==> src/rtl/design_variables.sv <==
// Shared accelerator widths used by the traceback output path.
// The LIFO depth derives from the sequence length.
package design_variables;
    localparam int LETTER_WIDTH  = 2;
    localparam int SCORE_WIDTH   = 8;
    localparam int SEQ_LENGTH    = 32;
    localparam int GAP_BIT       = LETTER_WIDTH;
    localparam int MAX_ALIGN_LEN = 2 * SEQ_LENGTH;
endpackage

==> src/rtl/symbol_lifo.sv <==
// Register-array LIFO holding query/database symbol pairs.
// Read of the top entry is combinational; pushes when full are discarded.
module symbol_lifo #(
    parameter int WIDTH = 6,
    parameter int DEPTH = 64,
    parameter int PTR_W = $clog2(DEPTH + 1)
) (
    input  logic             clk,
    input  logic             rst_n,
    input  logic             clr,
    input  logic             push,
    input  logic             pop,
    input  logic [WIDTH-1:0] din,
    output logic [WIDTH-1:0] dout,
    output logic [PTR_W-1:0] ptr,
    output logic             full,
    output logic             empty
);
    localparam int AW = (DEPTH > 1) ? $clog2(DEPTH) : 1;

    logic [WIDTH-1:0] mem [DEPTH];
    logic [AW-1:0]    wr_idx;
    logic [AW-1:0]    rd_idx;

    assign full   = (ptr == PTR_W'(DEPTH));
    assign empty  = (ptr == '0);
    assign wr_idx = ptr[AW-1:0];
    assign rd_idx = ptr[AW-1:0] - AW'(1);
    assign dout   = mem[rd_idx];

    // Stack pointer: clear wins, then push, then pop
    always_ff @(posedge clk or negedge rst_n) begin
        if (!rst_n) begin
            ptr <= '0;
        end else if (clr) begin
            ptr <= '0;
        end else if (push && !full) begin
            ptr <= ptr + PTR_W'(1);
        end else if (pop && !empty) begin
            ptr <= ptr - PTR_W'(1);
        end
    end

    // Entry storage written at the current pointer
    always_ff @(posedge clk or negedge rst_n) begin
        if (!rst_n) begin
            for (int i = 0; i < DEPTH; i++) begin
                mem[i] <= '0;
            end
        end else if (push && !full && !clr) begin
            mem[wr_idx] <= din;
        end
    end
endmodule

==> src/rtl/alignment_output_collector.sv <==
// Collects the reversed traceback stream into a LIFO and replays it
// in forward alignment order with score and length.
import design_variables::*;

module alignment_output_collector #(
    parameter int LETTER_WIDTH  = design_variables::LETTER_WIDTH,
    parameter int SCORE_WIDTH   = design_variables::SCORE_WIDTH,
    parameter int MAX_ALIGN_LEN = design_variables::MAX_ALIGN_LEN,
    parameter int LEN_W         = $clog2(MAX_ALIGN_LEN + 1)
) (
    input  logic                    clk,
    input  logic                    rst_n,
    input  logic                    start,
    input  logic                    in_valid,
    input  logic [LETTER_WIDTH:0]   in_query,
    input  logic [LETTER_WIDTH:0]   in_database,
    input  logic [SCORE_WIDTH-1:0]  in_score,
    output logic                    out_valid,
    input  logic                    out_ready,
    output logic [LETTER_WIDTH:0]   out_query,
    output logic [LETTER_WIDTH:0]   out_database,
    output logic                    out_last,
    output logic [SCORE_WIDTH-1:0]  out_score,
    output logic [LEN_W-1:0]        out_len,
    output logic                    busy,
    output logic                    overflow,
    output logic                    dropped
);
    localparam int SYM_W = LETTER_WIDTH + 1;

    typedef enum logic [1:0] {IDLE, CAPTURE, DRAIN} state_t;

    state_t             state;
    state_t             next_state;
    logic               push;
    logic               pop;
    logic               full;
    logic               empty;
    logic [LEN_W-1:0]   ptr;
    logic [2*SYM_W-1:0] top;

    symbol_lifo #(
        .WIDTH (2 * SYM_W),
        .DEPTH (MAX_ALIGN_LEN),
        .PTR_W (LEN_W)
    ) u_lifo (
        .clk   (clk),
        .rst_n (rst_n),
        .clr   (start),
        .push  (push),
        .pop   (pop),
        .din   ({in_query, in_database}),
        .dout  (top),
        .ptr   (ptr),
        .full  (full),
        .empty (empty)
    );

    assign out_valid    = (state == DRAIN);
    assign out_last     = out_valid && (ptr == LEN_W'(1));
    assign busy         = (state != IDLE);
    assign out_query    = out_valid ? top[2*SYM_W-1:SYM_W] : '0;
    assign out_database = out_valid ? top[SYM_W-1:0] : '0;

    // State register
    always_ff @(posedge clk or negedge rst_n) begin
        if (!rst_n) begin
            state <= IDLE;
        end else begin
            state <= next_state;
        end
    end

    // Next state and LIFO push/pop; start overrides everything
    always_comb begin
        next_state = state;
        push       = 1'b0;
        pop        = 1'b0;
        if (start) begin
            next_state = IDLE;
        end else begin
            case (state)
                IDLE: begin
                    if (in_valid) begin
                        push       = 1'b1;
                        next_state = CAPTURE;
                    end
                end
                CAPTURE: begin
                    if (in_valid) begin
                        push = 1'b1;
                    end else begin
                        next_state = DRAIN;
                    end
                end
                DRAIN: begin
                    if (out_ready && !empty) begin
                        pop = 1'b1;
                        if (ptr == LEN_W'(1)) begin
                            next_state = IDLE;
                        end
                    end
                end
                default: next_state = IDLE;
            endcase
        end
    end

    // Score/length latches and sticky error flags
    always_ff @(posedge clk or negedge rst_n) begin
        if (!rst_n) begin
            out_score <= '0;
            out_len   <= '0;
            overflow  <= 1'b0;
            dropped   <= 1'b0;
        end else if (start) begin
            out_score <= '0;
            out_len   <= '0;
            overflow  <= 1'b0;
            dropped   <= 1'b0;
        end else begin
            if (state == IDLE && in_valid) begin
                out_score <= in_score;
            end
            if (state == CAPTURE && !in_valid) begin
                out_len <= ptr;
            end
            if (push && full) begin
                overflow <= 1'b1;
            end
            if (state == DRAIN && in_valid) begin
                dropped <= 1'b1;
            end
        end
    end
endmodule

==> config.mk <==
export PLATFORM = sky130hd
export DESIGN_NAME = alignment_output_collector
export DESIGN_NICKNAME = d
export VERILOG_FILES = /design/src/rtl/design_variables.sv /design/src/rtl/symbol_lifo.sv /design/src/rtl/alignment_output_collector.sv
export SDC_FILE = /design/constraint.sdc
export NUM_CORES = 1
export LEC_CHECK = 0
export ABC_AREA = 1
export CORE_UTILIZATION = 60
export DETAILED_ROUTE_END_ITERATION = 10
export PLACE_DENSITY = 0.77
export SYNTH_ARGS = -nofsm -noshare
export SYNTH_HDL_FRONTEND = slang
export SYNTH_HIERARCHICAL = 1
export SYNTH_SLANG_ARGS = --single-unit
==> constraint.sdc <==
create_clock -name clk -period 4.2 [get_ports clk]
set_input_delay 0.42 -clock clk [delete_from_list [all_inputs] [get_ports clk]]
set_output_delay 0.42 -clock clk [all_outputs]
set_load 0.05 [all_outputs]
==> results of run 1 <==
[what timing repair did]
| action | 4_1_cts | 5_1_grt |
|---|---|---|
| hold buffers | 1 | 0 |
| buffers inserted | 0 | 1 |
| hold endpoints to repair | 75 | 0 |
| gates resized for setup | 0 | 2 |
| setup endpoints to repair | 0 | 6 |
[through the flow]
| stage | setup WS (ps) | instance area [um^2] | cells | total power [mW] | hold slack, ps |
|---|---|---|---|---|---|
| 6_report | 33.4 | 23100 | 3311 | 12.8 | 402 |
| 5_1_grt | 14.5 | 23100 | 3311 | 13.4 | 414 |
| 4_1_cts | 156 | 23000 | 3310 | 12.7 | 400 |
| 3_5_place_dp | 701 | 21600 | 3229 | 8.78 | 465 |
| 3_3_place_gp | 740 | 21600 | 3229 | 8.70 | 462 |
| 2_1_floorplan | 485 | 21000 | 2870 | 7.46 | 124 |
[final cells by class]
cell class	count	area [um^2]	share of cell area, %
Tap cell	455	569	2.47
Clock buffer	71	1330	5.78
Clock inverter	9	114	0.494
Sequential cell	410	10300	44.5
Inverter	362	1370	5.93
Timing Repair Buffer	79	798	3.46
Multi-Input combinational cell	1925	8610	37.3
[logic make-up (layout without fill, tap and decap cells)]
family                   Yosys count  count (layout)  share of synthesized area [%]
AND/OR/NAND/NOR                 1594            1594                           32.3
buffers and inverters            535             521                           9.99
flip-flops                       410             410                           48.9
AO/OA/AOI/OAI                    319             319                           8.08
adder cells (fa/ha/maj)            7               7                          0.454
XOR/XNOR                           5               5                          0.209
[final timing paths]
kind,from,endpoint,cells after the start
setup / recovery,u_lifo/ptr[0],out_database[1],14
hold / removal,in_score[1],out_score[1],3
setup reg to reg,u_lifo/ptr[5],u_lifo/mem[124],11
hold reg to reg,u_lifo/mem[290],u_lifo/mem[290],2
max in group asynchronous,rst_n,u_lifo/ptr[0],3
min in group asynchronous,rst_n,u_lifo/mem[263],2
[flip-flops by register name (all words and copies together) (netlist names)]
signal and cells:
out_len 7, out_score 8, u_lifo/ptr 7, dropped 1, u_lifo/mem 384, state 2, overflow 1
[tightest hold or removal path: stages]
cell             delay [ps]
clkdlybuf4s50_1         390
nand2_1                  60
nand2_1                  40
[report_power, final]
part           total, mW  internal (mW)  leakage [nW]  switching (mW)
Combinational       4.11           1.19          6.37            2.92
Sequential          4.76           4.53          4.56           0.231
Clock               3.88           2.30         0.703            1.58
[layer usage]
layer / part of all wire [%] / up-vias / routed length [um] / track usage (%)
met5: 0 / - / 0 / 0
met4: 4.8 / 0 / 2880 / 17.6
met3: 10 / 191 / 6150 / 6.69
met2: 44 / 1013 / 26900 / 51.9
met1: 41 / 9012 / 24700 / 49.5
li1: - / 8819 / - / -
[cell usage in the layout (no fill, tap or decap), types with 9 or more instances in the layout]
cell | Yosys | routed
nor2_1 | 78 | 78
nand2_1 | 1129 | 1129
buf_4 | 4 | 30
dfrtp_1 | 410 | 409
nand3_1 | 334 | 334
inv_1 | 357 | 354
nor3_4 | 21 | 21
buf_12 | 0 | 9
o211ai_1 | 36 | 36
a21oi_1 | 10 | 10
clkbuf_1 | 105 | 15
clkbuf_16 | 0 | 45
o21ai_0 | 264 | 264
clkdlybuf4s50_1 | 0 | 31
clkbuf_8 | 0 | 11
==> reports/results.ini, run 1 <==
[detailed_routing]
viasPerCell = 5.75
ant_nets = 0
finalWirelength_mm = 60.6
drc_errors = 0
drt_first_pass_iters = 6
dr_total_vias = 19000
drtIter0Drc = 2274
wire_per_inst_um = 18.3

[critical_path]
arrival_ps = 3750
crit_required_ps = 3780
r2r_setup_slack_ps = 960
max_stage_delay_ps = 510
critPathCaptureType = primary output
cp-start-kind = flop
cp_num_buf_inv = 6
cpMostUsedCell = nand3_1
crit_type = reg -> out
crit_family = buffers and inverters
cp_slowest_cell = dfrtp_4
crit_path_cell_trace = inv_4 > buf_16 > nand3_1 > nand2_1 > nand2_1 > inv_1 > buf_4 > nand3_1 > nand3_1 > nand3_1 > nand2_1 > inv_1 > nor2_1 > buf_12
worstPathMaxFanout = 166

[synth]
ys_top_cells_by_count = 1129 x nand2_1, 410 x dfrtp_1, 357 x inv_1
ys_seq_elements = 410
yosysTopAreaCellShare_pct = 48.9
async_reset_ff_share_pct = 100
synth_nets = 2896
ys_types = 32
ys_warn_count = 6
synthTopCellsByArea = dfrtp_1 49%, nand2_1 20%, nand3_1 8.0%
seq_area_frac_synth_pct = 48.9
synth_most_common_cell = nand2_1
synth_cells = 2870
synth_area_per_cell_um2 = 7.30
netlist_area_um2 = 21000
synthFlopType = dfrtp_1
yosysTopAreaCell = dfrtp_1
synth_edf_count = 0

[floorplan]
initial_core_util_pct = 60.8
core.rowCount = 68
core_area_um2 = 34500
ios = 45
die_area_um2 = 35700
die_w_um = 189
dieHeight_um = 189

[placed_design]
place_congestion = 0.953
dp_hpwl_mm = 38.1
io_buffer_count = 44

[layout]
utilization_pct = 66.9
syn_to_final_growth_pct = 10.0
antennaDiodeCount = 0
drive_gt1_share_pct = 5.74
nFillCells = 2878
final_nets = 2849

[clock_tree]
cts_root_buf = clkbuf_16
htreeDepth = 2
clock_latency_ps = 550
cts_tree = done
cts_sinks = 410
path_clk_slew_ps = 60
cts_buffers = 45
clk_path_buf_depth = 3

[global_routing]
grt.overflow.total = 0
grt_pass1_vias = 18300
grt_usage_pct = 35.0
antenna_found_initial = 0
grt_max_degree = 167
grt_pass1_wl_mm = 98.1

[sta]
fmax_mhz = 240
hold_violations = 0
finalClockSkew_ps = 16.0
final.min_clock_period_ps = 4170
setup_viol = 0
rsz0062_at_grt = no
fin_crit_sh_pct = 99.2
fin_setup_tns_ps = 0
slew_headroom_pct = 31.4
worst_pin_slew_ps = 1030
drv_slew = 0

[flow_run]
drv_cap = 0

[worst_hold_path]
hold_class = in -> reg

[power_and_ir_drop]
p_leak_nw = 11.6
ir_worst_vdd_mv = 0.400
p_per_area_nw_per_um2 = 553

[status]
status = finished clean

Power figures use the tool's default switching activity.
==> inputs of run 2 (changes only) <==
Settings changed: CORE_UTILIZATION 60 to 64, DONT_BUFFER_PORTS set to 1, PLACE_DENSITY 0.77 to 0.8, SLEW_MARGIN set to 20.
==> reports/results.ini, run 2 (synthesis gave the netlist of run 1 again) <==
[status]
status = complete, but fails checks
violations = negative hold slack

[worst_hold_path]
hold_class = in -> async

[critical_path]
crit_type = reg -> out
crit_path_cell_trace = inv_6 > ha_2 > inv_1 > nand2_1 > nand2_1 > inv_1 > buf_4 > nand3_1 > nand3_1 > nand3_1 > nand3_1 > nand2_1 > inv_1 > nor2_1 > buf_4
cpMostUsedCell = nand3_1
cp_slowest_cell = inv_1
critPathLaunch = u_lifo/ptr[0]
cp-start-kind = flop
reg2reg_to = u_lifo/mem[93]
rr_worst_depth = 9  ; -2
worstPathMaxFanout = 43  ; -74%
max_stage_delay_ps = 550  ; +40 ps
critPathCaptureType = primary output
r2r_setup_slack_ps = 780  ; -180 ps
r2r-start = u_lifo/ptr[4]
arrival_ps = 3650  ; -100 ps
crit_required_ps = 3780  ; about the same

[clock_tree]
cts_buffers = 43  ; -4.4%
clock_latency_ps = 540  ; about the same
cts_tree = done
path_clk_slew_ps = 60  ; about the same
cts_root_buf = clkbuf_16
clk_path_buf_depth = 3  ; unchanged
htreeDepth = 2  ; unchanged
cts_hold_buf = 17  ; +16
cts_setup_buffers = 0  ; unchanged
cts_sinks = 410  ; unchanged

[power_and_ir_drop]
p_leak_nw = 11.4  ; -1.8%
power.total_mw = 12.3  ; -3.2%
p_per_area_nw_per_um2 = 548  ; -0.96%
ir_worst_vdd_mv = 0.405  ; +1.2%

[sta]
fin_crit_sh_pct = 96.8  ; -2.4 points
fin_setup_tns_ps = 0  ; unchanged
setup_viol = 0  ; unchanged
finalClockSkew_ps = 11.0  ; -4.97 ps
rsz0062_at_grt = no
slew_headroom_pct = 24.2  ; -7.2 points
final.min_clock_period_ps = 4070  ; -99.3 ps
timing.hold.ws_ps = -424  ; -825 ps
fmax_mhz = 246  ; +2.4%
drv_slew = 0  ; unchanged
hold_violations = 410  ; +410
worst_pin_slew_ps = 1140  ; +107 ps

[global_routing]
grt_usage_pct = 37.6  ; +2.6 points
met2_usage_pct = 56.6  ; +4.7 points
use_met3_pct = 8.36  ; +1.7 points
grt_most_used_layer = met2
antenna_found_initial = 1  ; +1
grt.overflow.total = 0  ; unchanged
grt_max_degree = 411  ; +150%
grt_pass1_vias = 18200  ; -0.62%
use_met1_pct = 52.5  ; +3.1 points
grt_pass1_wl_mm = 98.3  ; +0.14%

[floorplan]
initial_core_util_pct = 65.8  ; +4.9 points
die_w_um = 183  ; -3.1%
ios = 45  ; unchanged
die_area_um2 = 33500  ; -6.2%
dieHeight_um = 183  ; -3.1%
core_area_um2 = 31900  ; -7.5%
core.rowCount = 65  ; -4.4%

[detailed_routing]
ant_nets = 0  ; unchanged
drt_first_pass_iters = 8  ; +2
drtIter0Drc = 2473  ; +8.8%
wire_per_inst_um = 18.9  ; +3.1%
drc_errors = 0  ; unchanged
finalWirelength_mm = 61.2  ; +0.95%
dr_total_vias = 19100  ; +0.32%
viasPerCell = 5.89  ; +2.5%

[layout]
reg_top3 = u_lifo/mem x384, out_score x8
drive_gt1_share_pct = 4.78  ; -0.97 points
syn_to_final_growth_pct = 7.46
antennaDiodeCount = 0  ; unchanged
multi_input_area_um2 = 8620  ; about the same
seqCellArea_um2 = 10300  ; unchanged
final_common_cell = nand2_1
final_cell_mix = 1129 x nand2_1, 409 x dfrtp_1, 355 x inv_1, 334 x nand3_1, 264 x o21ai_0
regMostFlops = u_lifo/mem
nFillCells = 2549  ; -11%
largest_reg_flops = 384  ; unchanged
final_nets = 2806  ; -1.5%

[flow_run]
drv_cap = 0  ; unchanged

[placed_design]
io_buffer_count = 0  ; -100%
dp_hpwl_mm = 36.3  ; -4.8%
place_congestion = 0.998  ; +4.7%

run 2: cell count changes in the layout (fill, tap and decap cells not counted), moves of 4 or more:
cell / before / now
clkdlybuf4s50_1: 31 / 0
dlygate4sd3_1: 1 / 17
buf_4: 30 / 16
buf_2: 6 / 0
clkbuf_1: 15 / 10
buf_12: 9 / 5
clkinv_2: 2 / 6
run 2: power by group:
part / switching [mW] / internal [mW]
clock network: 1.52 / 2.15
registers: 0.296 / 4.53
logic: 2.70 / 1.14
run 2: how the worst max path moves through the flow:
stage,end,cells after the start
finish,out_query[0],15
floorplan,out_database[1],17
global route,out_query[0],13
global placement,out_query[0],13
CTS,out_query[1],13
detailed placement,out_query[1],13
run 2: through the flow:
step / setup WS [ps] / util (%) / instance area, um^2 / cells
6_report: 133 / 70.7 / 22500 / 3241
5_1_grt: 8.75 / 70.7 / 22500 / 3241
4_1_cts: 108 / 70.6 / 22500 / 3241
3_5_place_dp: 692 / 65.9 / 21000 / 3153
3_3_place_gp: 715 / 65.9 / 21000 / 3153
2_1_floorplan: 485 / - / 21000 / 2870
run 2: cell type report:
cell class                 count  share of cell area (%)
inverter                     362                    6.07
tap                          435                    2.42
clock inverter                 8                   0.305
sequential                   410                    45.6
clock buffer                  63                    5.65
timing repair buffer          38                    1.73
multi-input combinational   1925                    38.3
run 2: what timing repair did:
action / CTS / global route
resized for setup: 0 / 2
setup endpoints to repair: 0 / 6
endpoints found under the hold margin: 433 / 410
run 2: critical path, delay by kind of cell (launching register included):
family | cells | cell delay, ps
DFF | 1 | 510
adders and majority gates | 1 | 240
buffers and inverters | 6 | 1530
and+or+nand+nor | 8 | 800
run 2: metal layers:
metal / vias up / wire length [um]
met5: - / 10
met2: 1136 / 26900
li1: 8708 / -
met3: 198 / 7200
met4: 2 / 2780
met1: 9052 / 24300
